<file path="config.mk">
export PLATFORM = sky130hd
export DESIGN_NAME = i2c_wb_if_flat
export DESIGN_NICKNAME = d
export VERILOG_FILES = /design/src/rtl/i2c_wb_if_if.sv /design/src/rtl/i2c_wb_if.sv /design/src/flat_wrapper.sv
export SDC_FILE = /design/constraint.sdc
export NUM_CORES = 1
export LEC_CHECK = 0
export CORE_UTILIZATION = 57
export DETAILED_ROUTE_END_ITERATION = 6
export DONT_BUFFER_PORTS = 1
export PLACE_DENSITY = 0.72
export SYNTH_ARGS = -nofsm -noshare
export SYNTH_HDL_FRONTEND = slang
export SYNTH_SLANG_ARGS = --single-unit
</file>
<file path="constraint.sdc">
create_clock -name clk_i -period 2.26 [get_ports clk_i]
set_input_delay 0.678 -clock clk_i [delete_from_list [all_inputs] [get_ports clk_i]]
set_output_delay 0.678 -clock clk_i [all_outputs]
set_load 0.01 [all_outputs]
</file>
<file path="src/rtl/i2c_wb_if_if.sv">
// Host command / response port and Wishbone master bus of i2c_wb_if.
// The master modport is the bridge's view; slave is the host + Wishbone slave side.
interface i2c_wb_if_if #(
  parameter int ADDR_WIDTH = 2,
  parameter int DATA_WIDTH = 8
);
  logic                  cmd_valid;
  logic                  cmd_ready;
  logic                  cmd_we;
  logic [ADDR_WIDTH-1:0] cmd_adr;
  logic [DATA_WIDTH-1:0] cmd_dat;
  logic                  rsp_valid;
  logic [DATA_WIDTH-1:0] rsp_dat;
  logic                  cyc_o;
  logic                  stb_o;
  logic                  we_o;
  logic [ADDR_WIDTH-1:0] adr_o;
  logic [DATA_WIDTH-1:0] dat_o;
  logic                  ack_i;
  logic [DATA_WIDTH-1:0] dat_i;

  modport master (
    input  cmd_valid, cmd_we, cmd_adr, cmd_dat, ack_i, dat_i,
    output cmd_ready, rsp_valid, rsp_dat, cyc_o, stb_o, we_o, adr_o, dat_o
  );

  modport slave (
    output cmd_valid, cmd_we, cmd_adr, cmd_dat, ack_i, dat_i,
    input  cmd_ready, rsp_valid, rsp_dat, cyc_o, stb_o, we_o, adr_o, dat_o
  );
endinterface

</file>
<file path="src/rtl/i2c_wb_if.sv">
// Host-command Wishbone master plus an I2C slave byte engine sharing one clock.
//
// state      | meaning
// WB_IDLE    | ready for a host command
// WB_BUS     | Wishbone cycle open, waiting for ack_i
// WB_DONE    | one-cycle rsp_valid
// I_IDLE     | bus free, waiting for START
// I_ADDR     | shifting address + R/W
// I_ACK_A    | pulling SDA low for the address ACK
// I_WRITE    | shifting a write byte from the master
// I_ACK_W    | pulling SDA low for the data ACK
// I_RD_REQ   | rd_req high, user prepares rd_byte
// I_RD_LOAD  | rd_byte captured into the shifter
// I_READ     | driving a read byte MSB first
// I_ACK_R    | SDA released, sampling master ACK/NACK
// I_IGNORE   | not addressed or NACKed, wait for START/STOP
module i2c_wb_if #(
  parameter int ADDR_WIDTH     = 2,
  parameter int DATA_WIDTH     = 8,
  parameter int I2C_ADDR_WIDTH = 7,
  parameter int I2C_DATA_WIDTH = 8,
  parameter logic [I2C_ADDR_WIDTH-1:0] SLAVE_ADDR = 7'h22
) (
  input  logic                      clk_i,
  input  logic                      rst_i,
  input  logic                      irq_i,
  output logic                      irq_pulse,
  i2c_wb_if_if.master               wb,
  input  logic                      scl,
  input  logic                      sda_i,
  output logic                      sda_o,
  output logic                      i2c_start,
  output logic                      i2c_stop,
  output logic                      i2c_op,
  output logic                      wr_valid,
  output logic [I2C_DATA_WIDTH-1:0] wr_byte,
  output logic                      rd_req,
  input  logic [I2C_DATA_WIDTH-1:0] rd_byte
);
  localparam logic [3:0] BIT_LAST = 4'(I2C_DATA_WIDTH);

  typedef enum logic [1:0] {WB_IDLE, WB_BUS, WB_DONE} wb_state_t;
  typedef enum logic [3:0] {
    I_IDLE, I_ADDR, I_ACK_A, I_WRITE, I_ACK_W,
    I_RD_REQ, I_RD_LOAD, I_READ, I_ACK_R, I_IGNORE
  } i_state_t;

  wb_state_t             wb_state, wb_next;
  logic                  we_r;
  logic [ADDR_WIDTH-1:0] adr_r;
  logic [DATA_WIDTH-1:0] dat_r;
  logic [DATA_WIDTH-1:0] rsp_r;
  logic                  irq_q;

  always_ff @(posedge clk_i) begin
    if (rst_i) wb_state <= WB_IDLE;
    else       wb_state <= wb_next;
  end

  always_comb begin
    wb_next = wb_state;
    case (wb_state)
      WB_IDLE: if (wb.cmd_valid) wb_next = WB_BUS;
      WB_BUS:  if (wb.ack_i)     wb_next = WB_DONE;
      default:                   wb_next = WB_IDLE;
    endcase
  end

  always_ff @(posedge clk_i) begin
    if (rst_i) begin
      we_r  <= 1'b0;
      adr_r <= '0;
      dat_r <= '0;
      rsp_r <= '0;
    end else begin
      if (wb_state == WB_IDLE && wb.cmd_valid) begin
        we_r  <= wb.cmd_we;
        adr_r <= wb.cmd_adr;
        dat_r <= wb.cmd_dat;
      end
      if (wb_state == WB_BUS && wb.ack_i && !we_r) rsp_r <= wb.dat_i;
    end
  end

  always_comb begin
    wb.cmd_ready = (wb_state == WB_IDLE);
    wb.cyc_o     = (wb_state == WB_BUS);
    wb.stb_o     = (wb_state == WB_BUS);
    wb.rsp_valid = (wb_state == WB_DONE);
    wb.we_o      = we_r;
    wb.adr_o     = adr_r;
    wb.dat_o     = dat_r;
    wb.rsp_dat   = rsp_r;
  end

  // Reset to 1 so an irq_i already high through reset does not pulse.
  always_ff @(posedge clk_i) begin
    if (rst_i) irq_q <= 1'b1;
    else       irq_q <= irq_i;
  end
  assign irq_pulse = irq_i & ~irq_q;

  logic scl_m, scl_s, scl_q, sda_m, sda_s, sda_q;
  always_ff @(posedge clk_i) begin
    if (rst_i) begin
      {scl_m, scl_s, scl_q} <= 3'b111;
      {sda_m, sda_s, sda_q} <= 3'b111;
    end else begin
      {scl_m, scl_s, scl_q} <= {scl, scl_m, scl_s};
      {sda_m, sda_s, sda_q} <= {sda_i, sda_m, sda_s};
    end
  end

  logic scl_rise, scl_fall, start_det, stop_det, addr_hit;
  assign scl_rise  = scl_s & ~scl_q;
  assign scl_fall  = ~scl_s & scl_q;
  assign start_det = scl_s & scl_q & sda_q & ~sda_s;
  assign stop_det  = scl_s & scl_q & ~sda_q & sda_s;

  i_state_t                  i_state, i_next;
  logic [I2C_DATA_WIDTH-1:0] shreg;
  logic [3:0]                bit_cnt;
  logic                      m_nack;

  assign addr_hit = (shreg[I2C_DATA_WIDTH-1 -: I2C_ADDR_WIDTH] == SLAVE_ADDR);

  always_ff @(posedge clk_i) begin
    if (rst_i) i_state <= I_IDLE;
    else       i_state <= i_next;
  end

  always_comb begin
    i_next = i_state;
    if (stop_det)       i_next = I_IDLE;
    else if (start_det) i_next = I_ADDR;
    else begin
      case (i_state)
        I_ADDR:    if (scl_fall && bit_cnt == BIT_LAST) i_next = addr_hit ? I_ACK_A : I_IGNORE;
        I_ACK_A:   if (scl_fall) i_next = i2c_op ? I_RD_REQ : I_WRITE;
        I_WRITE:   if (scl_fall && bit_cnt == BIT_LAST) i_next = I_ACK_W;
        I_ACK_W:   if (scl_fall) i_next = I_WRITE;
        I_RD_REQ:  i_next = I_RD_LOAD;
        I_RD_LOAD: i_next = I_READ;
        I_READ:    if (scl_fall && bit_cnt == BIT_LAST) i_next = I_ACK_R;
        I_ACK_R:   if (scl_fall) i_next = m_nack ? I_IGNORE : I_RD_REQ;
        default:   i_next = i_state;
      endcase
    end
  end

  always_ff @(posedge clk_i) begin
    if (rst_i) begin
      shreg     <= '0;
      bit_cnt   <= '0;
      m_nack    <= 1'b0;
      i2c_op    <= 1'b0;
      wr_byte   <= '0;
      wr_valid  <= 1'b0;
      i2c_start <= 1'b0;
      i2c_stop  <= 1'b0;
    end else begin
      wr_valid  <= 1'b0;
      i2c_start <= start_det;
      i2c_stop  <= stop_det;
      if (start_det || stop_det) begin
        bit_cnt <= '0;
      end else begin
        case (i_state)
          I_ADDR, I_WRITE: begin
            if (scl_rise) begin
              shreg   <= {shreg[I2C_DATA_WIDTH-2:0], sda_s};
              bit_cnt <= bit_cnt + 4'd1;
            end
            if (scl_fall && bit_cnt == BIT_LAST) begin
              if (i_state == I_ADDR && addr_hit) i2c_op <= shreg[0];
              if (i_state == I_WRITE) begin
                wr_byte  <= shreg;
                wr_valid <= 1'b1;
              end
            end
          end
          I_ACK_A, I_ACK_W: if (scl_fall) bit_cnt <= '0;
          I_RD_LOAD: begin
            shreg   <= rd_byte;
            bit_cnt <= '0;
          end
          I_READ: begin
            if (scl_rise) bit_cnt <= bit_cnt + 4'd1;
            if (scl_fall) shreg <= {shreg[I2C_DATA_WIDTH-2:0], 1'b0};
          end
          I_ACK_R: if (scl_rise) m_nack <= sda_s;
          default: ;
        endcase
      end
    end
  end

  // Outputs follow state, which only moves on a synchronized SCL fall.
  always_comb begin
    rd_req = (i_state == I_RD_REQ);
    case (i_state)
      I_ACK_A, I_ACK_W: sda_o = 1'b0;
      I_READ:           sda_o = shreg[I2C_DATA_WIDTH-1];
      default:          sda_o = 1'b1;
    endcase
  end
endmodule

</file>
<file path="src/flat_wrapper.sv">
// flat-port wrapper written by rule: the top's interface ports become plain ports
module i2c_wb_if_flat 
#(
  parameter int ADDR_WIDTH     = 2,
  parameter int DATA_WIDTH     = 8,
  parameter int I2C_ADDR_WIDTH = 7,
  parameter int I2C_DATA_WIDTH = 8,
  parameter logic [I2C_ADDR_WIDTH-1:0] SLAVE_ADDR = 7'h22
)
  (clk_i, rst_i, irq_i, irq_pulse, scl, sda_i, sda_o, i2c_start, i2c_stop, i2c_op, wr_valid, wr_byte, rd_req, rd_byte, wb_cmd_valid, wb_cmd_we, wb_cmd_adr, wb_cmd_dat, wb_ack_i, wb_dat_i, wb_cmd_ready, wb_rsp_valid, wb_rsp_dat, wb_cyc_o, wb_stb_o, wb_we_o, wb_adr_o, wb_dat_o);
  i2c_wb_if_if #(.ADDR_WIDTH(ADDR_WIDTH), .DATA_WIDTH(DATA_WIDTH)) wb_i ();
  input  logic clk_i;
  input  logic rst_i;
  input  logic irq_i;
  output logic irq_pulse;
  input  logic scl;
  input  logic sda_i;
  output logic sda_o;
  output logic i2c_start;
  output logic i2c_stop;
  output logic i2c_op;
  output logic wr_valid;
  output logic [I2C_DATA_WIDTH-1:0] wr_byte;
  output logic rd_req;
  input  logic [I2C_DATA_WIDTH-1:0] rd_byte;
  input wire logic [$bits(wb_i.cmd_valid)-1:0] wb_cmd_valid;
  input wire logic [$bits(wb_i.cmd_we)-1:0] wb_cmd_we;
  input wire logic [$bits(wb_i.cmd_adr)-1:0] wb_cmd_adr;
  input wire logic [$bits(wb_i.cmd_dat)-1:0] wb_cmd_dat;
  input wire logic [$bits(wb_i.ack_i)-1:0] wb_ack_i;
  input wire logic [$bits(wb_i.dat_i)-1:0] wb_dat_i;
  output wire logic [$bits(wb_i.cmd_ready)-1:0] wb_cmd_ready;
  output wire logic [$bits(wb_i.rsp_valid)-1:0] wb_rsp_valid;
  output wire logic [$bits(wb_i.rsp_dat)-1:0] wb_rsp_dat;
  output wire logic [$bits(wb_i.cyc_o)-1:0] wb_cyc_o;
  output wire logic [$bits(wb_i.stb_o)-1:0] wb_stb_o;
  output wire logic [$bits(wb_i.we_o)-1:0] wb_we_o;
  output wire logic [$bits(wb_i.adr_o)-1:0] wb_adr_o;
  output wire logic [$bits(wb_i.dat_o)-1:0] wb_dat_o;
  assign wb_i.cmd_valid = wb_cmd_valid;
  assign wb_i.cmd_we = wb_cmd_we;
  assign wb_i.cmd_adr = wb_cmd_adr;
  assign wb_i.cmd_dat = wb_cmd_dat;
  assign wb_i.ack_i = wb_ack_i;
  assign wb_i.dat_i = wb_dat_i;
  assign wb_cmd_ready = wb_i.cmd_ready;
  assign wb_rsp_valid = wb_i.rsp_valid;
  assign wb_rsp_dat = wb_i.rsp_dat;
  assign wb_cyc_o = wb_i.cyc_o;
  assign wb_stb_o = wb_i.stb_o;
  assign wb_we_o = wb_i.we_o;
  assign wb_adr_o = wb_i.adr_o;
  assign wb_dat_o = wb_i.dat_o;
  i2c_wb_if #(.ADDR_WIDTH(ADDR_WIDTH), .DATA_WIDTH(DATA_WIDTH), .I2C_ADDR_WIDTH(I2C_ADDR_WIDTH), .I2C_DATA_WIDTH(I2C_DATA_WIDTH), .SLAVE_ADDR(SLAVE_ADDR)) u_core (.clk_i(clk_i), .rst_i(rst_i), .irq_i(irq_i), .irq_pulse(irq_pulse), .wb(wb_i), .scl(scl), .sda_i(sda_i), .sda_o(sda_o), .i2c_start(i2c_start), .i2c_stop(i2c_stop), .i2c_op(i2c_op), .wr_valid(wr_valid), .wr_byte(wr_byte), .rd_req(rd_req), .rd_byte(rd_byte));
endmodule
</file>
==> impl_metrics.py, run 1 <==
metrics = {
    "synth": {
        "syn-cell-area_um2": 2570,
        "synth_top_area_share_pct": 44.4,
        "synth.area.top_cells": "dfxtp_1, mux2i_1, nor2_1",
        "synthCells": 285,
        "ys_seq_elements": 57,
        "async_flop_share_pct": 0,
        "synth_nets": 321,
        "ys_types": 50,
        "syn_avg_cell_area_um2": 9.03,
        "ys.flop_type": "dfxtp_1",
        "synth_edf_count": 0,
        "ys_warn_count": 0,
        "ys_seq_area_share_pct": 44.4,
        "yosysTopAreaCell": "dfxtp_1",
    },
    "clocking": {
        "post_cts_buffers": 0,
        "clkTransAtPathRegs_ns": 0.06,
        "tritoncts": "done",
        "cts-root-buf": "clkbuf_8",
        "cts.path.max_buffers": 2,
        "clk_latency_ns": 0.33,
        "clock-sinks": 57,
        "cts-buffers-inserted": 9,
        "hold_buffers": 0,
        "htree_levels": 3,
    },
    "timing": {
        "fin_setup_tns_ns": 0,
        "layout_setup_ws_ns": 0.103,
        "min_period_ns": 2.16,
        "worstMarginPinSlew_ns": 0.524,
        "setup_viol": 0,
        "whs_ns": 0.403,
        "clock_skew_ns": 0.00582,
        "grt_setup_unrepaired": "false",
        "timing.final.crit_share_pct": 95.4,
        "hold_viol_final": 0,
        "max_freq_ghz": 0.464,
        "slew_headroom_pct": 65.0,
        "report.final.slew_viol_count": 0,
    },
    "routing": {
        "dr.pass1.iters": 4,
        "wire_per_inst_um": 15.0,
        "vias_per_cell": 5.69,
        "drtIter0Drc": 167,
        "wl_um": 5130,
        "via_count": 1946,
        "ant_nets": 0,
        "route.detailed.drc": 0,
    },
    "global_routing": {
        "grtUsageMet3_pct": 6.25,
        "grt_pass1_wl_um": 8470,
        "track_usage_pct": 22.2,
        "grt_util_met1_pct": 29.0,
        "busiest_layer": "met2",
        "overflow": 0,
        "first_global_vias": 1819,
        "use_met2_pct": 32.8,
        "grt_antenna_before_repair": 0,
        "grt_max_degree": 52,
    },
    "pwr": {
        "swShare_pct": 24.0,
        "vdd_drop_max_uv": 503,
        "power_density_nw_per_um2": 718,
        "p_leak_nw": 1.03,
        "clkPwrFrac_pct": 39.8,
        "switchingPower_w": 0.000475,
        "p_int_w": 0.00150,
        "comb_power_share_pct": 5.8,
        "seq_power_share_pct": 54.4,
    },
    "worst_hold_path": {
        "hp-class": "reg2reg",
        "hp-start": "u_core.scl_m$_SDFF_PP1_",
        "min_path_cells": 1,
        "holdPathEnd": "u_core.scl_s$_SDFF_PP1_",
    },
    "final_layout": {
        "diodes": 0,
        "drive_gt1_share_pct": 14.1,
        "syn_to_final_growth_pct": 7.00,
        "nNetsFinal": 323,
        "finish.utilization_pct": 63.2,
    },
    "placement": {
        "port_buffers": 0,
        "post-place-ws_ns": 0.331,
        "place.gp.congestion": 0.872,
        "dp_hpwl_um": 3520,
    },
    "worst_setup_path": {
        "r2r_cells": 5,
        "timing.rr.start": "u_core.scl_q$_SDFF_PP1_",
        "arrival_ns": 1.48,
        "cp_max_fo": 13,
        "timing_worst_setup_path_type": "reg2out",
        "cp-start-kind": "flip-flop",
        "required_ns": 1.58,
        "reg2reg_setup_slack_ns": 0.30,
        "worstReg2RegEnd": "u_core.wr_byte[7]$_SDFFE_PP0P_",
        "crit_path_end_kind": "output pin",
    },
    "die": {
        "core_area_um2": 4350,
        "fp.dieW_um": 69.2,
        "start_util_pct": 59.1,
        "die_h_um": 69.2,
        "rows": 24,
        "pin_count": 72,
        "die-area_um2": 4790,
    },
    "job": {
        "maxCapViolCount": 0,
    },
    "status": {
        "status": "completed",
    },
}
## synthesized netlist by cell type, types with 2 or more instances
master and count:
a31oi_1 2, nand2_1 30, or2_2 8, nand3_1 8, buf_6 3, o21bai_1 2, inv_1 9, and2_1 2
o21ai_0 6, nand4b_1 2, ha_1 2, or3_1 2, a211oi_1 8, a211oi_2 2, dfxtp_1 57, xnor2_1 4
buf_4 4, a311oi_1 2, nor3_1 2, nor2_1 42, a31o_2 2, o22ai_1 2, mux2i_1 26, a21oi_1 17
nor2b_1 4, clkbuf_1 8, nand2b_1 6
## final cells by class
type | instances | area, um^2
well taps | 52 | 65.1
clock inverters | 3 | 18.8
repair buffers | 7 | 52.6
inverters | 9 | 33.8
flip-flops and latches | 57 | 1140
clock buffers | 11 | 141
fillers | 384 | 1600
multi-input cells | 203 | 1300
## power groups by stage
stage / combinational [W] / sequential, W / clock (W)
after floorplan: 0.000111 / 0.00109 / 0
after global placement: 0.000112 / 0.00110 / 0
after detailed placement: 0.000115 / 0.00110 / 0
after CTS: 0.000115 / 0.00108 / 0.000802
after global routing: 0.000129 / 0.00108 / 0.000845
final: 0.000114 / 0.00108 / 0.000786
## worst max-delay path: stages (launching register included)
cell	delay, ns
dfxtp_1	0.58
nor2_1	0.16
o31ai_1	0.25
buf_4	0.17
## registers in the layout (all words and copies together), names as in the netlist, 2 cells and up
| signal | count |
|---|---|
| u_core.shreg | 8 |
| u_core.wb.adr_o | 2 |
| u_core.wr_byte | 8 |
| u_core.wb.dat_o | 8 |
| u_core.bit_cnt | 4 |
| u_core.i_state | 4 |
| u_core.wb.rsp_dat | 8 |
| u_core.wb_state | 2 |
## stage by stage
stage / instances / cell area [um^2] / power, W
6_report: 342 / 2750 / 0.00198
4_1_cts: 342 / 2750 / 0.00199
3_5_place_dp: 328 / 2590 / 0.00121
2_1_floorplan: 285 / 2570 / 0.00120
5_1_grt: 342 / 2750 / 0.00205
3_3_place_gp: 328 / 2590 / 0.00121
## layout by cell type (no fill, tap or decap), drive strengths merged, types with 3 or more instances in the layout
| cell type | instances |
|---|---|
| nor3 | 3 |
| nor2b | 5 |
| nand3 | 8 |
| clkbuf | 11 |
| nand2b | 6 |
| clkinv | 3 |
| inv | 9 |
| nor2 | 43 |
| buf | 7 |
| xnor2 | 4 |
| a211oi | 10 |
| nand2 | 30 |
| mux2i | 26 |
| or2 | 8 |
| dfxtp | 57 |
| o21ai | 7 |
| a21oi | 17 |
## routing by layer
| metal | wire length, um | vias to the layer above |
|---|---|---|
| met2 | 2360 | 72 |
| met4 | 115 | 0 |
| li1 | - | 983 |
| met5 | 0 | - |
| met3 | 377 | 11 |
| met1 | 2280 | 880 |
## cell families after synthesis
group                    synth area share [%]
buffers and inverters                    5.16
XOR/XNOR                                 1.36
multiplexers                             10.6
AND/OR/NAND/NOR                          22.0
AO/OA/AOI/OAI                            15.2
adder cells (fa/ha/maj)                  1.36
flip-flops                               44.4
## worst max-delay path by stage
stage                                           endpoint                           start  cells past startpoint  slack (ns)
after floorplan                                    sda_o  u_core.i_state[2]$_SDFFE_PP0P_                      5        0.56
final                                              sda_o  u_core.i_state[2]$_SDFFE_PP0P_                      3        0.10
after detailed placement  u_core.wr_byte[3]$_SDFFE_PP0P_         u_core.scl_q$_SDFF_PP1_                      5        0.33
after CTS                                         rd_req  u_core.i_state[2]$_SDFFE_PP0P_                      3        0.10
after global placement                             sda_o  u_core.i_state[1]$_SDFFE_PP0P_                      3        0.38
after global routing                               sda_o  u_core.i_state[2]$_SDFFE_PP0P_                      3        0.01
## what timing repair did
action,CTS,global route
endpoints found under the setup margin,1,0
hold endpoints to repair,0,0
resized for setup,1,0
(Power assumes the default switching activity.)
==> run 2: changes to the inputs <==
Settings changed: ABC_AREA set to 1, CORE_MARGIN set to 4.
==> run 2 against run 1 <==
Sequential share of layout area down 0.23 points. Combinational power rose to 8.0 times the previous value. Sequential power up 16%. Hold slack better by 0.0089 ns. Synthesized area down 0.97%. Design area up 0.45%. Critical path depth down 1. Clock power up 22%. First-iteration DRC count down 36%. Largest power group unchanged.
==> impl_metrics.py, run 2 <==
metrics = {
    "status": {
        "status": "completed",
    },
    "timing": {
        "layout_setup_ws_ns": 0.273,
        "grt_setup_unrepaired": "false",
        "setup_viol": 0,
        "max_freq_ghz": 0.503,
        "hold_viol_final": 0,
        "timing.final.crit_share_pct": 87.9,
        "fin_setup_tns_ns": 0,
        "slew_headroom_pct": 60.6,
        "min_period_ns": 1.99,
        "report.final.slew_viol_count": 0,
        "clock_skew_ns": 0.00667,
        "worstMarginPinSlew_ns": 0.588,
    },
    "synth": {
        "synth_nets": 406,
        "ys_seq_elements": 57,
        "synth_edf_count": 0,
        "ys_types": 25,
        "ys_warn_count": 0,
        "synthMostInstantiatedCell": "nor2_1",
        "ys.flop_type": "dfxtp_1",
        "syn_avg_cell_area_um2": 6.88,
        "synth_top_area_share_pct": 44.8,
        "ys_seq_area_share_pct": 44.8,
        "synthCells": 370,
        "async_flop_share_pct": 0,
        "synthTopCellsByCount": "nor2_1, nand2_1, dfxtp_1, inv_1, o21ai_0",
        "yosysTopAreaCell": "dfxtp_1",
        "synth.area.top_cells": "dfxtp_1, nor2_1, nand2_1",
        "syn-cell-area_um2": 2550,
    },
    "global_routing": {
        "grt_max_degree": 21,
        "first_global_vias": 1904,
        "grt_antenna_before_repair": 0,
        "grt_pass1_wl_um": 8690,
        "overflow": 0,
        "track_usage_pct": 20.1,
    },
    "die": {
        "die-area_um2": 5600,
        "die_h_um": 74.9,
        "pin_count": 72,
        "start_util_pct": 58.5,
        "fp.dieW_um": 74.9,
        "rows": 24,
        "core_area_um2": 4350,
    },
    "final_layout": {
        "drive_gt1_share_pct": 11.1,
        "nNetsFinal": 408,
        "syn_to_final_growth_pct": 8.55,
        "final_cell_mix": "nor2_1, nand2_1, dfxtp_1, inv_1, o21ai_0",
        "multi_input_area_um2": 1160,
        "final_common_cell": "nor2_1",
        "diodes": 0,
        "fin_area_um2": 2770,
        "nFillCells": 411,
        "regArea_um2": 1140,
    },
    "worst_setup_path": {
        "arrival_ns": 1.31,
        "timing_worst_setup_path_type": "reg2out",
        "cp-start-kind": "flip-flop",
        "slowest_delay_ns": 0.48,
        "cp_max_fo": 7,
        "crit_path_end_kind": "output pin",
        "path_buf_inv": 1,
        "timing.rr.start": "u_core.i_state[3]$_SDFFE_PP0P_",
        "worstReg2RegEnd": "u_core.shreg[3]$_SDFFE_PP0P_",
        "endpoint": "rd_req",
        "cp_cell_sequence": "inv_1 > nor3_1",
        "critPathLaunch": "u_core.i_state[0]$_SDFFE_PP0P_",
        "r2r_cells": 8,
        "cp_slowest_cell": "dfxtp_1",
        "required_ns": 1.58,
        "crit_family": "flip-flops",
        "cp.depth": 2,
        "reg2reg_setup_slack_ns": 0.60,
    },
    "clocking": {
        "hold_buffers": 0,
        "clock-sinks": 57,
        "cts-buffers-inserted": 9,
        "post_cts_buffers": 0,
        "tritoncts": "done",
        "cts-resized-gates": 0,
        "htree_levels": 3,
        "cts-root-buf": "clkbuf_8",
        "clk_latency_ns": 0.32,
        "cts.path.max_buffers": 2,
        "clkTransAtPathRegs_ns": 0.07,
    },
    "pwr": {
        "vdd_drop_max_uv": 561,
        "seq_power_share_pct": 40.1,
        "power_density_nw_per_um2": 1130,
        "switchingPower_w": 0.00115,
        "comb_power_share_pct": 29.1,
        "clkPwrFrac_pct": 30.8,
        "p_leak_nw": 1.26,
        "p_int_w": 0.00197,
        "swShare_pct": 36.9,
    },
    "placement": {
        "port_buffers": 0,
        "post-place-ws_ns": 0.590,
        "dp_hpwl_um": 3960,
        "placed_cell_area_um2": 2560,
        "place.gp.congestion": 0.862,
    },
    "routing": {
        "wire_per_inst_um": 12.6,
        "ant_nets": 0,
        "vias_per_cell": 5.13,
        "wl_um": 5410,
        "drtIter0Drc": 107,
        "dr.pass1.iters": 4,
        "route.detailed.drc": 0,
        "via_count": 2201,
    },
    "worst_hold_path": {
        "hp-class": "reg2reg",
    },
    "job": {
        "maxCapViolCount": 0,
    },
}
[run 2: changes by cell type in the layout (fill, tap and decap cells not counted), sizes merged, moves of 4 or more]
cell / delta
nand2: +53
nand2b: -6
nor2: +52
o21ai: +31
a211oi: -9
nor2b: -5
mux2i: -26
buf: -4
or2: -4
inv: +37
[run 2: power groups by stage]
stage                     sequential, W  clock (W)  combinational [W]
final                           0.00125   0.000959           0.000907
after global routing            0.00126    0.00102            0.00104
after CTS                       0.00125   0.000977           0.000903
after detailed placement        0.00127          0           0.000900
after global placement          0.00127          0           0.000888
after floorplan                 0.00124          0           0.000788
[run 2: layout make-up]
type	instances	area share [%]
Tap cell	52	2.35
Clock inverter	6	2.44
Sequential cell	57	41.3
Multi-Input combinational cell	255	41.9
Timing Repair Buffer	3	0.814
Inverter	46	6.24
Clock buffer	10	4.98
[run 2: kinds of logic after synthesis]
kind of cell / synth area share (%)
AO/OA/AOI/OAI: 11.0
XOR/XNOR: 0.688
buffers and inverters: 9.72
adder cells (fa/ha/maj): 0.982
flip-flops: 44.8
AND/OR/NAND/NOR: 32.8
[run 2: worst register-to-register path, cell delays in order (launching register included)]
cell     delay (ns)
dfxtp_1        0.38
nor2_1         0.20
nand2_2        0.10
nand2_2        0.10
o21ai_2        0.07
nor3_4         0.46
nand2_1        0.12
nand2_1        0.09
nor2_1         0.04
[run 2: how the worst min path moves through the flow]
stage	from	slack, ns	endpoint	depth (start not counted)
3_3_place_gp	u_core.scl_m$_SDFF_PP1_	0.39	u_core.scl_s$_SDFF_PP1_	1
4_1_cts	rst_i	0.40	u_core.wb_state[0]$_SDFFE_PP0P_	1
3_5_place_dp	u_core.sda_m$_SDFF_PP1_	0.40	u_core.sda_s$_SDFF_PP1_	1
6_report	u_core.sda_m$_SDFF_PP1_	0.41	u_core.sda_s$_SDFF_PP1_	1
2_1_floorplan	u_core.scl_m$_SDFF_PP1_	0.39	u_core.scl_s$_SDFF_PP1_	1
5_1_grt	rst_i	0.39	u_core.wb_state[0]$_SDFFE_PP0P_	1
[run 2: per-stage QoR]
step                power, W  std cells  hold slack, ns  utilization [%]
floorplan            0.00202        370           0.389                -
global placement     0.00216        413           0.392             58.8
detailed placement   0.00217        413           0.395             58.8
CTS                  0.00313        429           0.397             63.5
global route         0.00332        429           0.391             63.5
finish               0.00312        429           0.411             63.5
[run 2: layer usage]
metal / routed length, um / GRT usage [%] / vias to the layer above
li1: - / - / 1140
met1: 2520 / 29.0 / 985
met2: 2440 / 27.5 / 66
met3: 374 / 6.81 / 10
met4: 72 / 8.10 / 0
met5: 0 / 0 / -
